## config.mk

```make
export PLATFORM = sky130hd
export DESIGN_NAME = multichannel_comm_flat
export DESIGN_NICKNAME = d
export VERILOG_FILES = /design/src/rtl/multichannel_comm_if.sv /design/src/rtl/multichannel_comm.sv /design/src/flat_wrapper.sv
export SDC_FILE = /design/constraint.sdc
export NUM_CORES = 1
export LEC_CHECK = 0
export CORE_MARGIN = 2
export CORE_UTILIZATION = 28
export DETAILED_ROUTE_END_ITERATION = 8
export GPL_TIMING_DRIVEN = 0
export HOLD_SLACK_MARGIN = 0.15
export SYNTH_ARGS = -nofsm -noshare
export SYNTH_HDL_FRONTEND = slang
export SYNTH_SLANG_ARGS = --single-unit
```

## constraint.sdc

```tcl
create_clock -name CLK -period 19.73 [get_ports CLK]
set_clock_uncertainty 0.05 [all_clocks]
set_input_delay 3.946 -clock CLK [delete_from_list [all_inputs] [get_ports CLK]]
set_output_delay 3.946 -clock CLK [all_outputs]
set_load 0.005 [all_outputs]
```

## src/rtl/multichannel_comm_if.sv

```systemverilog
// Handshake bundle for multichannel_comm: UART byte FIFO side plus per-channel client side.
// frame_err is present only when MULTCHAN_FRAME_CHECK_EN is defined.
interface multichannel_comm_if #(
  parameter int CHANNEL_BIT = 1,
  parameter int MESSAGE_BIT = 72
);
  localparam int NCH = 1 << CHANNEL_BIT;
  localparam int W   = 5 + MESSAGE_BIT;

  logic             send_flag;
  logic [7:0]       send_data;
  logic             recv_flag;
  logic [7:0]       recv_data;
  logic             sendable;
  logic             recvable;
  logic [NCH-1:0]   read_flag;
  logic [NCH*W-1:0] read_msg;
  logic [NCH-1:0]   write_flag;
  logic [NCH*W-1:0] write_msg;
  logic [NCH-1:0]   readable;
  logic [NCH-1:0]   writable;
  logic [1:0]       tx_state;
  logic [1:0]       rx_state;
`ifdef MULTCHAN_FRAME_CHECK_EN
  logic             frame_err;
`endif

  // Every transfer is a single-cycle strobe qualified by its status line:
  // send_flag only while sendable, recv_flag only while recvable,
  // write_flag counts only while writable, read_flag acknowledges readable.
  modport master (
`ifdef MULTCHAN_FRAME_CHECK_EN
    output frame_err,
`endif
    output send_flag, send_data, recv_flag, read_msg, readable, writable,
    output tx_state, rx_state,
    input  recv_data, sendable, recvable, read_flag, write_flag, write_msg
  );

  modport slave (
`ifdef MULTCHAN_FRAME_CHECK_EN
    input  frame_err,
`endif
    input  send_flag, send_data, recv_flag, read_msg, readable, writable,
    input  tx_state, rx_state,
    output recv_data, sendable, recvable, read_flag, write_flag, write_msg
  );
endinterface

```

## src/rtl/multichannel_comm.sv

```systemverilog
// Multiplexes 2^CHANNEL_BIT message channels over one byte stream (header + LE payload).
// Optional MULTCHAN_FRAME_CHECK_EN: drop bad-channel/over-long frames and flag frame_err.
module multichannel_comm #(
  parameter int CHANNEL_BIT = 1,
  parameter int MESSAGE_BIT = 72
) (
  input logic                 CLK,
  input logic                 RST,
  multichannel_comm_if.master bus
);
  localparam int         NCH         = 1 << CHANNEL_BIT;
  localparam int         W           = 5 + MESSAGE_BIT;
  localparam int         MSG_BYTES   = MESSAGE_BIT / 8;
  localparam logic [4:0] MSG_BYTES_L = 5'(MSG_BYTES);

  typedef enum logic [1:0] {TX_IDLE, TX_HDR, TX_DATA} tx_state_t;
  typedef enum logic [1:0] {RX_HDR, RX_DATA, RX_HOLD} rx_state_t;

  // ---------------- outbound ----------------
  logic [NCH-1:0]         out_valid;
  logic [W-1:0]           out_msg [NCH];
  tx_state_t              tx_state, tx_next;
  logic [CHANNEL_BIT-1:0] tx_ch, tx_ch_next, tx_pick;
  logic [4:0]             tx_ptr, tx_ptr_next, tx_len;
  logic [MESSAGE_BIT-1:0] tx_data;
  logic [7:0]             tx_byte;
  logic                   tx_done;
  logic                   send_flag;
  logic [7:0]             send_data;

  always_comb begin
    tx_len  = out_msg[tx_ch][W-1 -: 5];
    tx_data = out_msg[tx_ch][MESSAGE_BIT-1:0];
    tx_byte = 8'h00;
    for (int i = 0; i < MSG_BYTES; i++)
      if (tx_ptr == 5'(i)) tx_byte = tx_data[8*i +: 8];
    // descending scan so the lowest pending index wins
    tx_pick = '0;
    for (int c = NCH - 1; c >= 0; c--)
      if (out_valid[c]) tx_pick = CHANNEL_BIT'(c);

    tx_next     = tx_state;
    tx_ch_next  = tx_ch;
    tx_ptr_next = tx_ptr;
    tx_done     = 1'b0;
    send_flag   = 1'b0;
    send_data   = 8'h00;
    case (tx_state)
      TX_IDLE: begin
        if (|out_valid) begin
          tx_ch_next = tx_pick;
          tx_next    = TX_HDR;
        end
      end
      TX_HDR: begin
        send_flag = bus.sendable;
        send_data = {3'(tx_ch), tx_len};
        if (bus.sendable) begin
          tx_ptr_next = '0;
          if (tx_len == 5'd0) begin
            tx_done = 1'b1;
            tx_next = TX_IDLE;
          end else begin
            tx_next = TX_DATA;
          end
        end
      end
      TX_DATA: begin
        send_flag = bus.sendable;
        send_data = tx_byte;
        if (bus.sendable) begin
          if (tx_ptr == tx_len - 5'd1) begin
            tx_done = 1'b1;
            tx_next = TX_IDLE;
          end else begin
            tx_ptr_next = tx_ptr + 5'd1;
          end
        end
      end
      default: tx_next = TX_IDLE;
    endcase
  end

  always_ff @(posedge CLK or posedge RST) begin
    if (RST) begin
      tx_state <= TX_IDLE;
      tx_ch    <= '0;
      tx_ptr   <= '0;
    end else begin
      tx_state <= tx_next;
      tx_ch    <= tx_ch_next;
      tx_ptr   <= tx_ptr_next;
    end
  end

  always_ff @(posedge CLK or posedge RST) begin
    if (RST) begin
      out_valid <= '0;
      for (int c = 0; c < NCH; c++) out_msg[c] <= '0;
    end else begin
      for (int c = 0; c < NCH; c++) begin
        if (tx_done && tx_ch == CHANNEL_BIT'(c)) begin
          out_valid[c] <= 1'b0;
        end else if (bus.write_flag[c] && !out_valid[c]) begin
          out_valid[c] <= 1'b1;
          out_msg[c]   <= bus.write_msg[c*W +: W];
        end
      end
    end
  end

  // ---------------- inbound ----------------
  rx_state_t              rx_state, rx_next;
  logic [CHANNEL_BIT-1:0] rx_ch;
  logic [4:0]             rx_len, rx_cnt, rx_len_clip;
  logic                   rx_drop, hdr_drop, hdr_bad_ch;
  logic [MESSAGE_BIT-1:0] rx_asm;
  logic                   rx_xfer, tgt_free, recv_flag;
  logic [NCH-1:0]         in_valid;
  logic [W-1:0]           in_msg [NCH];
`ifdef MULTCHAN_FRAME_CHECK_EN
  logic                   hdr_long;
  logic                   frame_err;
`endif

  always_comb begin
    hdr_bad_ch = ({1'b0, bus.recv_data[7:5]} >= 4'(NCH));
`ifdef MULTCHAN_FRAME_CHECK_EN
    hdr_long = (bus.recv_data[4:0] > MSG_BYTES_L);
    hdr_drop = hdr_bad_ch | hdr_long;
`else
    hdr_drop = hdr_bad_ch;
`endif
    rx_len_clip = (rx_len > MSG_BYTES_L) ? MSG_BYTES_L : rx_len;
    // a clear on the same edge wins; the transfer retries next cycle
    tgt_free  = ~in_valid[rx_ch] & ~bus.read_flag[rx_ch];
    rx_next   = rx_state;
    rx_xfer   = 1'b0;
    recv_flag = 1'b0;
    case (rx_state)
      RX_HDR: begin
        recv_flag = bus.recvable;
        if (bus.recvable)
          rx_next = (bus.recv_data[4:0] == 5'd0) ? RX_HOLD : RX_DATA;
      end
      RX_DATA: begin
        recv_flag = bus.recvable;
        if (bus.recvable && rx_cnt == rx_len - 5'd1) rx_next = RX_HOLD;
      end
      RX_HOLD: begin
        if (rx_drop) begin
          rx_next = RX_HDR;
        end else if (tgt_free) begin
          rx_xfer = 1'b1;
          rx_next = RX_HDR;
        end
      end
      default: rx_next = RX_HDR;
    endcase
  end

  always_ff @(posedge CLK or posedge RST) begin
    if (RST) begin
      rx_state <= RX_HDR;
      rx_ch    <= '0;
      rx_len   <= '0;
      rx_cnt   <= '0;
      rx_drop  <= 1'b0;
      rx_asm   <= '0;
    end else begin
      rx_state <= rx_next;
      if (rx_state == RX_HDR && recv_flag) begin
        rx_ch   <= bus.recv_data[5 +: CHANNEL_BIT];
        rx_len  <= bus.recv_data[4:0];
        rx_cnt  <= '0;
        rx_drop <= hdr_drop;
        rx_asm  <= '0;
      end else if (rx_state == RX_DATA && recv_flag) begin
        rx_cnt <= rx_cnt + 5'd1;
        for (int i = 0; i < MSG_BYTES; i++)
          if (rx_cnt == 5'(i)) rx_asm[8*i +: 8] <= bus.recv_data;
      end
    end
  end

  always_ff @(posedge CLK or posedge RST) begin
    if (RST) begin
      in_valid <= '0;
      for (int c = 0; c < NCH; c++) in_msg[c] <= '0;
    end else begin
      for (int c = 0; c < NCH; c++) begin
        if (bus.read_flag[c]) begin
          in_valid[c] <= 1'b0;
        end else if (rx_xfer && rx_ch == CHANNEL_BIT'(c)) begin
          in_valid[c] <= 1'b1;
          in_msg[c]   <= {rx_len_clip, rx_asm};
        end
      end
    end
  end

`ifdef MULTCHAN_FRAME_CHECK_EN
  always_ff @(posedge CLK or posedge RST) begin
    if (RST) frame_err <= 1'b0;
    else if (rx_state == RX_HDR && recv_flag && hdr_drop) frame_err <= 1'b1;
  end
  assign bus.frame_err = frame_err;
`endif

  for (genvar g = 0; g < NCH; g++) begin : g_rd
    assign bus.read_msg[g*W +: W] = in_msg[g];
  end

  assign bus.readable  = in_valid & ~bus.read_flag;
  assign bus.writable  = ~out_valid;
  assign bus.send_flag = send_flag;
  assign bus.send_data = send_data;
  assign bus.recv_flag = recv_flag;
  assign bus.tx_state  = tx_state;
  assign bus.rx_state  = rx_state;
endmodule

```

## src/flat_wrapper.sv

```systemverilog
// flat-port wrapper written by rule: the top's interface ports become plain ports
module multichannel_comm_flat 
#(
  parameter int CHANNEL_BIT = 1,
  parameter int MESSAGE_BIT = 72
)
  (CLK, RST, bus_send_flag, bus_send_data, bus_recv_flag, bus_read_msg, bus_readable, bus_writable, bus_tx_state, bus_rx_state, bus_recv_data, bus_sendable, bus_recvable, bus_read_flag, bus_write_flag, bus_write_msg);
  multichannel_comm_if #(.CHANNEL_BIT(CHANNEL_BIT), .MESSAGE_BIT(MESSAGE_BIT)) bus_i ();
  input logic CLK;
  input logic RST;
  output wire logic [$bits(bus_i.send_flag)-1:0] bus_send_flag;
  output wire logic [$bits(bus_i.send_data)-1:0] bus_send_data;
  output wire logic [$bits(bus_i.recv_flag)-1:0] bus_recv_flag;
  output wire logic [$bits(bus_i.read_msg)-1:0] bus_read_msg;
  output wire logic [$bits(bus_i.readable)-1:0] bus_readable;
  output wire logic [$bits(bus_i.writable)-1:0] bus_writable;
  output wire logic [$bits(bus_i.tx_state)-1:0] bus_tx_state;
  output wire logic [$bits(bus_i.rx_state)-1:0] bus_rx_state;
  input wire logic [$bits(bus_i.recv_data)-1:0] bus_recv_data;
  input wire logic [$bits(bus_i.sendable)-1:0] bus_sendable;
  input wire logic [$bits(bus_i.recvable)-1:0] bus_recvable;
  input wire logic [$bits(bus_i.read_flag)-1:0] bus_read_flag;
  input wire logic [$bits(bus_i.write_flag)-1:0] bus_write_flag;
  input wire logic [$bits(bus_i.write_msg)-1:0] bus_write_msg;
  assign bus_send_flag = bus_i.send_flag;
  assign bus_send_data = bus_i.send_data;
  assign bus_recv_flag = bus_i.recv_flag;
  assign bus_read_msg = bus_i.read_msg;
  assign bus_readable = bus_i.readable;
  assign bus_writable = bus_i.writable;
  assign bus_tx_state = bus_i.tx_state;
  assign bus_rx_state = bus_i.rx_state;
  assign bus_i.recv_data = bus_recv_data;
  assign bus_i.sendable = bus_sendable;
  assign bus_i.recvable = bus_recvable;
  assign bus_i.read_flag = bus_read_flag;
  assign bus_i.write_flag = bus_write_flag;
  assign bus_i.write_msg = bus_write_msg;
  multichannel_comm #(.CHANNEL_BIT(CHANNEL_BIT), .MESSAGE_BIT(MESSAGE_BIT)) u_core (.CLK(CLK), .RST(RST), .bus(bus_i));
endmodule
```

-- After elaboration in Yosys (flattened, before gate mapping)
Index checks and enable logic that the tools add are counted.
- add/subtract/negate cells: 4
- multiply operators: 0
- div/mod/pow operators: 0
- order comparisons: 4
- equality and inequality tests: 30
- shifts and indexed selects: 0
- mux-type cells: 67
- bitwise gates (word level): 13
- reduce and logical (&&, ||, !) cells: 52
- operators by type and width (cell ; count):
    $mux 77 ; 3
    $mux 72 ; 2
    $mux 8 ; 18
    $eq 5x3->1 const B ; 8
    $mux 5 ; 6
    $reduce_bool 2->1 ; 15
    $reduce_and 2->1 ; 14
    $mux 1 ; 23
    $eq 5x2->1 const B ; 4
    $logic_not 5->1 ; 4
    $mux 2 ; 10
    $pmux 8 s2 ; 1
    $pmux 2 s3 ; 2
    $add 5x1->5 const B ; 2
    $eq 5x1->1 const B ; 2
    $eq 5x4->1 const B ; 2
    $eq 5x5->1 ; 2
    $pmux 5 s2 ; 1
    $sub 5x1->5 const B ; 2
    $logic_and 1x1->1 ; 9
    $ne 2x2->1 const B ; 4
    $not 1->1 ; 8
    $reduce_and 4->1 ; 2
    $ne 2x1->1 const B ; 3
    16 further kinds ; 23
- register bits after elaboration: 406
- bits in latches: 0
- memory bits (writable): 0
- ROM bits: 0
- input port bits: 170
- memories kept: 0

-- Longest topological paths before layout
- word-level depth: 14
- depth in mapped cells: 15
- gate-level depth less buffers: 8

-- Worst setup path before layout
OpenSTA, ideal clock, no wires.
- kind: input port to output port
- start: in bus_recvable
- end: out bus_recv_flag
- arrival time: 4.366 ns
- required time: 15.734 ns
- path slack: 11.368 ns
- cell stages on the path: 3
- buffers on the path: 1
- cell sequence: nand2b_1 > clkbuf_1 > inv_1
- word-level cells in the longest chain between the ends: 1
- ends and longest elaborated chain (item ; line ; source):
    from (decl) ; flat_wrapper.sv:21 ; input wire logic [$bits(bus_i.recvable)-1:0] bus_recvable;
    $mux 1 ; multichannel_comm.sv:140 ; case (rx_state)
    to (decl) ; flat_wrapper.sv:13 ; output wire logic [$bits(bus_i.recv_flag)-1:0] bus_recv_flag;
No other way between the ends.

-- Final worst setup path
Ends and elaborated chain as after synthesis.

==> out/qor.yml <==
status:
  outcome: "finished clean"
timing:
  setup_tns_ns: 0
  tightest_slew_ns: 1.21
  layout_min_cycle_time_ns: 9.62
  setup_slack_ns: 10.11
  setup_violations: 0
  rsz0062_at_grt: "false"
  whs_ns: 0.427
  max_freq_mhz: 104
  slew_violations: 0
  fin_crit_sh_pct: 48.7
  hold_viol: 0
  maxSlewHeadroom_pct: 18.9
logic_synthesis:
  synth-main-ff-cell: "dfrtp_1"
  synthTopCellsByArea: "dfrtp_1 (58%), mux2_2 (17%), mux2_1 (3.9%), mux2i_1 (3.4%), o21ai_0 (3.2%)"
  avgSynthCellArea_um2: 13.0
  netlist_area_um2: 17400
  syn_nets: 1527
  synth-xor-area-share_pct: 0.654
  synth-edff-count: 0
  ys_types: 55
  ys_ff_latch: 406
  yosys.area_share.simple_pct: 6.23
  synthCells: 1343
  synth-async-reset-ratio_pct: 100
  synth_warnings: 0
  muxShareOfSynthArea_pct: 24.1
  synth-adder-area-share_pct: 1.01
  synth_top_family_by_area: "multiplexers"
  synth_top_area_share_pct: 58.3
  ys_seq_area_share_pct: 58.3
  synth_top_area_cell: "dfrtp_1"
  synth_compound_area_share_pct: 7.18
placement:
  pre_cts_slack_ns: 10.15
  dp_cells: 2524
  io_buffers: 341
  placed_cell_area_um2: 22000
  gp_congestion: 0.863
  dp_hpwl_um: 41200
power_and_ir_drop:
  power.density_nw_per_um2: 152
  vdd_drop_max_mv: 0.0797
  power.static_leakage_nw: 10.5
routing:
  dr_total_vias: 12200
  wirelength_um: 55600
  viasPerCell: 4.67
  first_iter_violations: 590
  wl_per_cell_um: 21.3
  ant_nets: 0
  firstDrtPassIters: 5
  drc: 0
clock_network:
  cts_buffer_depth: 3
  cts_resized: 0
  postCtsHoldBufs: 0
  cts_tree: "done"
  cts_buffers: 48
  clk_pin_slew_ns: 0.06
  clk_latency_ns: 0.59
  clock_sinks: 406
  h-tree-depth: 2
  post_cts_buffers: 0
  cts_root_buf: "clkbuf_16"
die:
  dieArea_um2: 64200
  rows: 91
  die_y_um: 253
  initial_core_util_pct: 28.3
  die_w_um: 253
  io_pins: 342
  core-area_um2: 61600
setup_path:
  r2r-start: "u_core.tx_ch"
  r2r_slack_ns: 13.67
  rr_worst_depth: 15
  crit_slowest_cell: "clkdlybuf4s50_1"
  cp.required_ns: 15.73
  cp_cell_sequence: "clkdlybuf4s50_1 > nand2b_1 > clkbuf_1 > inv_1 > clkdlybuf4s50_1"
  endpoint: "bus_recv_flag"
  end_kind: "output port"
  critical_path_class: "in2out"
  cp.depth: 5
  r2r-end: "u_core.out_msg[71]"
  cpLargestDelayFamily: "buffers and inverters"
  cp_max_fo: 9
  path_buf_inv: 4
  startpoint_type: "input port"
  startpoint: "bus_recvable"
  critical_path.most_common_cell: "clkdlybuf4s50_1"
  critPathMaxStageDelay_ns: 0.60
  crit_arrival_ns: 5.62
global_routing:
  grt_pass1_wl_um: 82700
  track_usage_pct: 17.1
  grt_max_degree: 115
  antenna_found_initial: 3
  gr-total-overflow: 0
  grt_pass1_vias: 13100
run:
  cap_violations: 0
worst_hold_path:
  min_path_type: "reg2reg"
finish:
  multiInputGateArea_um2: 6830
  layout.nets: 1922
  diodes: 0
  syn_to_final_growth_pct: 35.3
  seq_area_um2: 10200
  fillers: 5939
  stdcell_count: 2610
  layout-drive-gt1-share_pct: 20.5
  design_area_um2: 23600
==> worst min path at each step <==
stage	end	startpoint	cells past startpoint	slack, ns
2_1_floorplan	u_core.tx_ch	u_core.out_valid[0]	1	0.39
3_3_place_gp	u_core.bus.read_msg[73]	u_core.bus.read_msg[73]	2	0.42
4_1_cts	u_core.bus.read_msg[150]	u_core.bus.read_msg[150]	2	0.43
6_report	u_core.bus.read_msg[150]	u_core.bus.read_msg[150]	2	0.43
3_5_place_dp	u_core.bus.read_msg[150]	u_core.bus.read_msg[150]	2	0.42
5_1_grt	u_core.out_msg[68]	u_core.out_msg[68]	1	0.45
==> tightest hold or removal path, cell delays in order (launching register included) <==
cell	delay (ns)
dfrtp_1	0.34
nand2_1	0.04
o21ai_0	0.06
==> synth_stat cells (all sizes together) (5+ instances only) <==
cell type	count
nor2b	9
and2	7
nor2	20
mux2	318
o311ai	6
a211oi	8
o221ai	7
xor2	6
mux2i	61
buf	24
clkbuf	53
a22o	8
nand2b	6
ha	14
nand3	8
nand2	141
nor3b	5
a21oi	30
nor3	11
o22ai	13
o21ai	111
inv	17
xnor2	7
dfrtp	406
==> cells in the final DEF, fill, tap and decap left out, drive strengths merged, types with 6 or more instances in the layout <==
master / count
dfrtp: 406
clkdlybuf4s50: 341
mux2: 318
nand2: 141
clkbuf: 130
o21ai: 111
mux2i: 61
a21oi: 30
buf: 27
nor2: 20
inv: 17
ha: 14
o22ai: 13
nor3: 11
nor2b: 9
nand3: 8
a22o: 8
a211oi: 8
and2: 7
xnor2: 7
o221ai: 7
xor2: 6
nand2b: 6
o311ai: 6
==> area by class of cell <==
cell class | instances | area share, %
flip-flops and latches | 406 | 43.1
multi-input cells | 843 | 29.0
repair buffers | 345 | 14.9
clock buffers | 76 | 6.23
well taps | 837 | 4.45
plain buffers | 77 | 1.54
clock inverters | 9 | 0.494
inverters | 17 | 0.303
==> layer usage <==
| metal | global-route usage (%) | vias up | share of wire (%) |
|---|---|---|---|
| met3 | 6.32 | 88 | 8.9 |
| met2 | 28.9 | 367 | 48 |
| met4 | 5.73 | 6 | 3.0 |
| li1 | - | 5568 | - |
| met1 | 20.0 | 6166 | 40 |
| met5 | 0 | - | 0.077 |
==> metrics by stage <==
step / utilization [%] / total power (W)
CTS: 38.2 / 0.00363
floorplan: - / 0.00208
detailed placement: 35.7 / 0.00272
global route: 38.2 / 0.00380
finish: 38.2 / 0.00358
global placement: 35.5 / 0.00268
==> report_power, final <==
group          total (W)  switching (W)  internal (W)
clock network   0.000883       0.000360      0.000523
logic            0.00131       0.000652      0.000662
registers        0.00139       0.000217       0.00117
total            0.00358        0.00123       0.00236
==> flip-flops by register name, summed over array words and instances (netlist names) <==
| signal | flops |
|---|---|
| u_core.bus.read_msg | 154 |
| u_core.bus.rx_state | 2 |
| u_core.bus.tx_state | 2 |
| u_core.in_valid | 2 |
| u_core.out_msg | 154 |
| u_core.out_valid | 2 |
| u_core.rx_asm | 72 |
| u_core.rx_ch | 1 |
| u_core.rx_cnt | 5 |
| u_core.rx_drop | 1 |
| u_core.rx_len | 5 |
| u_core.tx_ch | 1 |
| u_core.tx_ptr | 5 |
==> cell families after synthesis <==
| kind of cell | Yosys count |
|---|---|
| and+or+nand+nor | 234 |
| xor gates and xnor gates | 13 |
| DFF | 406 |
| adders and majority gates | 14 |
| AOI/OAI and AO/OA | 203 |
| muxes | 379 |
| buffers and inverters | 94 |
(Power assumes the default switching activity.)
